## config.mk

```make
export PLATFORM = sky130hd
export DESIGN_NAME = picorv_bus_arbiter
export DESIGN_NICKNAME = d
export VERILOG_FILES = /design/src/rtl/picorv_bus_arbiter.sv
export SDC_FILE = /design/constraint.sdc
export NUM_CORES = 1
export LEC_CHECK = 0
export ABC_AREA = 1
export CAP_MARGIN = 30
export CORE_AREA = 2 2 110 112
export DETAILED_ROUTE_END_ITERATION = 16
export DIE_AREA = 0 0 112 114
export MAX_ROUTING_LAYER = met4
export PLACE_DENSITY_LB_ADDON = 0.3
export SYNTH_ARGS = -nofsm -noshare
export SYNTH_HDL_FRONTEND = slang
export SYNTH_SLANG_ARGS = --single-unit
export TNS_END_PERCENT = 30
```

## constraint.sdc

```tcl
create_clock -name clk -period 3.7 [get_ports clk]
set_clock_uncertainty 0.05 [all_clocks]
set_input_delay 0.37 -clock clk [delete_from_list [all_inputs] [get_ports clk]]
set_output_delay 0.37 -clock clk [all_outputs]
set_load 0.1 [all_outputs]
```

## src/rtl/picorv_bus_arbiter.sv

```systemverilog
// Round-robin arbiter sharing one picorv32 native memory port between up to four masters.
// The grant is held for one full transfer; a watchdog force-completes a stalled transfer.
module picorv_bus_arbiter #(
    parameter int          NUM_MASTERS    = 2,
    parameter int          TIMEOUT_CYCLES = 256,
    parameter logic [31:0] ERR_DATA       = 32'hDEAD_BEEF
) (
    input  logic                      clk,
    input  logic                      resetn,
    input  logic [NUM_MASTERS-1:0]    m_valid,
    input  logic [NUM_MASTERS-1:0]    m_instr,
    input  logic [32*NUM_MASTERS-1:0] m_addr,
    input  logic [32*NUM_MASTERS-1:0] m_wdata,
    input  logic [4*NUM_MASTERS-1:0]  m_wstrb,
    output logic [NUM_MASTERS-1:0]    m_ready,
    output logic [31:0]               m_rdata,
    output logic                      s_valid,
    output logic                      s_instr,
    output logic [31:0]               s_addr,
    output logic [31:0]               s_wdata,
    output logic [3:0]                s_wstrb,
    input  logic                      s_ready,
    input  logic [31:0]               s_rdata,
    output logic [NUM_MASTERS-1:0]    grant,
    output logic                      timeout_flag
);

    localparam int IW = (NUM_MASTERS > 1) ? $clog2(NUM_MASTERS) : 1;
    localparam int CW = (TIMEOUT_CYCLES > 1) ? $clog2(TIMEOUT_CYCLES) : 1;

    typedef enum logic {
        IDLE = 1'b0,
        BUSY = 1'b1
    } state_t;

    state_t                 state, state_nxt;
    logic [NUM_MASTERS-1:0] grant_nxt;
    logic [IW-1:0]          last, last_nxt;
    logic [CW-1:0]          wd_cnt, wd_cnt_nxt;
    logic                   flag_nxt;
    logic [IW-1:0]          owner;
    logic [NUM_MASTERS-1:0] req_rot;
    logic [IW-1:0]          pick;
    logic                   pick_found;
    logic                   wd_expired;

    generate
        if (TIMEOUT_CYCLES > 0) begin : g_wd
            assign wd_expired = (wd_cnt == CW'(TIMEOUT_CYCLES - 1));
        end else begin : g_no_wd
            assign wd_expired = 1'b0;
        end
    endgenerate

    always_comb begin
        owner = '0;
        for (int i = 0; i < NUM_MASTERS; i++) begin
            if (grant[i]) owner = IW'(i);
        end
    end

    // Rotate requests so bit 0 is the master just after the last one served.
    assign req_rot = NUM_MASTERS'({m_valid, m_valid} >> (int'(last) + 1));

    always_comb begin
        pick_found = 1'b0;
        pick       = '0;
        for (int j = NUM_MASTERS - 1; j >= 0; j--) begin
            if (req_rot[j]) begin
                pick_found = 1'b1;
                pick       = IW'((int'(last) + 1 + j) % NUM_MASTERS);
            end
        end
    end

    always_ff @(posedge clk or negedge resetn) begin
        if (!resetn) begin
            state        <= IDLE;
            grant        <= '0;
            last         <= IW'(NUM_MASTERS - 1);
            wd_cnt       <= '0;
            timeout_flag <= 1'b0;
        end else begin
            state        <= state_nxt;
            grant        <= grant_nxt;
            last         <= last_nxt;
            wd_cnt       <= wd_cnt_nxt;
            timeout_flag <= flag_nxt;
        end
    end

    always_comb begin
        state_nxt  = state;
        grant_nxt  = grant;
        last_nxt   = last;
        wd_cnt_nxt = wd_cnt;
        flag_nxt   = timeout_flag;
        s_valid    = 1'b0;
        s_instr    = 1'b0;
        s_addr     = '0;
        s_wdata    = '0;
        s_wstrb    = '0;
        m_ready    = '0;
        m_rdata    = '0;

        // One-hot AND-OR mux: all zero whenever grant is empty.
        for (int i = 0; i < NUM_MASTERS; i++) begin
            if (grant[i]) begin
                s_instr = s_instr | m_instr[i];
                s_addr  = s_addr  | m_addr[32*i +: 32];
                s_wdata = s_wdata | m_wdata[32*i +: 32];
                s_wstrb = s_wstrb | m_wstrb[4*i +: 4];
            end
        end

        case (state)
            IDLE: begin
                if (pick_found) begin
                    grant_nxt  = NUM_MASTERS'(1) << pick;
                    wd_cnt_nxt = '0;
                    state_nxt  = BUSY;
                end
            end
            BUSY: begin
                s_valid = |(m_valid & grant);
                if (!s_valid || s_ready || wd_expired) begin
                    state_nxt  = IDLE;
                    grant_nxt  = '0;
                    last_nxt   = owner;
                    wd_cnt_nxt = '0;
                end else begin
                    wd_cnt_nxt = wd_cnt + 1'b1;
                end
                // A real completion beats a same-cycle watchdog expiry.
                if (s_valid && s_ready) begin
                    m_ready = grant;
                    m_rdata = s_rdata;
                end else if (s_valid && wd_expired) begin
                    m_ready  = grant;
                    m_rdata  = ERR_DATA;
                    flag_nxt = 1'b1;
                end
            end
            default: state_nxt = IDLE;
        endcase
    end

endmodule

```

==> reports/qor.csv <==
metric;value;unit
FF+latch area;329;um^2
area of the mapped netlist;0.00171;mm^2
antenna viol nets, final;0;
Seq/Total Area, Yosys;19.1;%
chip width;112;um
area growth from synthesis to layout;159;%
Vias/cell;4.25;
global-route wire length before repair;15.5;mm
critical path class;in2out;
Die ar.;0.0128;mm^2
antenna violations before repair;0;
Worst VDD drop;590;uV
gr usage total;15.7;%
Post-CTS Resized;0;
final instance area;0.00442;mm^2
Post-CTS Hold Fix Bufs;0;
global route overflow;0;
cell row count;40;
total wire length;11.0;mm
Placeable Area;0.0117;mm^2
final setup fails;0;
Max Cap Viol;0;
Total Power;4.51;mW
P_leak;2.13;nW
ys async rst share;100;%
H-tree Lvls;1;
fin nets;695;
fmax;372;MHz
EDFF count, synth;0;
R2R Setup Slk;2.18;ns
area of the multi-input gates;0.00121;mm^2
DRC;0;
HPWL Detailed;8.96;mm
WL/cell;16.5;um
DP Area;0.00435;mm^2
Port Buffers;281;
max-slew violations;0;
top post-synthesis cells by area;a22o_1 (35%), dfrtp_1 (18%), nor2_1 (13%);
PwrDens;1020;mW/mm^2
DR vias;2827;
outcome;finished clean;
slew margin rel.;33.2;%
most common library cells after synthesis;a22o_1 (69), nor2_1 (61), nand2_1 (41), clkbuf_1 (12), dfrtp_1 (12);
Yosys cell types;26;
syn_nets;429;
Synth Area in Simple Gates;29.2;%
crit-path max FO;24;
largest net degree at the start of global routing;59;
synthesized flop and latch total;13;
period utilisation layout;72.6;%
vias in the first global route;2684;
Worst Hold Class;reg2reg;
Compound-Gate Fraction of Synth Area;39.5;%
TritonCTS clock tree;yes;
share of cells above drive strength 1;24.3;%
Ys Warns;0;
post-synthesis mux area share;0;%
Die H;114;um
post-synth top area share;35.4;%
Cells after Synth;253;
critical path startpoint category;primary input;
Post-Synth XOR/XNOR Area;1.54;%
CTS root buffer;clkbuf_16;
Clock Sinks;13;
total CTS buffers;3;
clk slew on worst S/H paths;0.04;ns
total negative slack;0;ns
Critical Path RT;3.28;ns
Data arrival, critical path;2.27;ns
Synth Area in Adders;0.732;%
Period minus WS final;2.69;ns
CP endpoint kind;primary output;
Slew @ Worst Pin;0.998;ns
starting DRC count in detailed routing;168;
final-report hold violation count;0;
gp weighted congestion;0.805;
fillers;1213;
ANT cells;0;
RSZ-0062 raised after global routing;false;
Clk Latency, worst-skew pair;0.24;ns
Final Core Density;37.8;%
main combinational cell family by area after synthesis;compound AO/OA/AOI/OAI gates;
Post-CTS Setup Inserts;0;
I/O pins;282;
Most used DFF post-synth;dfrtp_1;
cell with the most instances after synthesis;a22o_1;
Max Root-Sink Buffers;2;
Initial Util;14.6;%
DR pass1 iterations;4;
cell accounting for the most synthesized area;a22o_1;
Syn Area/Cell;6.76;um^2
logic make-up after synthesis:
kind of cell,count (synthesis)
buffers and inverters,36
and+or+nand+nor,120
adders and majority gates,1
DFF,13
xor gates and xnor gates,3
AOI/OAI and AO/OA,80
cells in the final DEF (no fill, tap or decap), types with 2 or more instances in the layout:
cell type / instances
clkbuf_16: 3
nand3_1: 6
nor2_2: 2
a21oi_1: 2
nand2_2: 6
inv_1: 11
clkdlybuf4s50_1: 177
inv_2: 3
buf_4: 106
nor2_1: 61
xnor2_1: 2
nand2_1: 41
o21ai_0: 6
dfrtp_1: 10
a22o_1: 69
dfrtp_2: 2
stage by stage:
stage / setup WS, ns / std cells / hold WS (ns)
2_1_floorplan: -0.0922 / 253 / 0.0244
3_3_place_gp: 1.08 / 661 / 0.391
3_5_place_dp: 0.996 / 661 / 0.400
4_1_cts: 0.986 / 665 / 0.411
5_1_grt: 0.793 / 665 / 0.437
6_report: 1.01 / 665 / 0.403
cell type report:
cell class / instances / share of cell area, %
Multi-Input combinational cell: 204 / 27.4
Inverter: 14 / 1.19
Sequential cell: 13 / 7.44
Timing Repair Buffer: 283 / 58.0
Clock buffer: 4 / 1.78
Tap cell: 147 / 4.16
final timing paths:
path | startpoint | to | cells past startpoint
worst min register to register | timeout_flag | timeout_flag | 1
max in group asynchronous | resetn | grant[0] | 1
worst max-delay path | s_ready | m_rdata[30] | 5
worst max register to register | wd_cnt[0] | wd_cnt[7] | 8
worst min-delay path | timeout_flag | timeout_flag | 1
min in group asynchronous | resetn | wd_cnt[7] | 1
routing by layer:
metal	up-vias	track usage (%)	part of all wire, %
met2	115	25.9	49
met4	0	4.23	2.2
met5	-	-	0
li1	1412	-	-
met1	1284	19.4	41
met3	16	3.77	8.1
flip-flops by register name (all words and copies together) (netlist names):
| register | flops |
|---|---|
| last | 1 |
| wd_cnt | 8 |
| grant | 2 |
| timeout_flag | 1 |
| state | 1 |
report_power, final:
group          total [mW]  switching, mW  leakage [nW]  internal, mW
clock network       0.201         0.0556        0.0382         0.145
registers           0.231         0.0635         0.170         0.167
logic                4.08           3.22          1.92         0.862
critical path, cell delays in order:
cell and delay (ns):
clkdlybuf4s50_1 0.75, nand2_1 0.54, nor2_1 0.25, nor2_1 0.08
buf_4 0.27
Power figures use the tool's default switching activity.
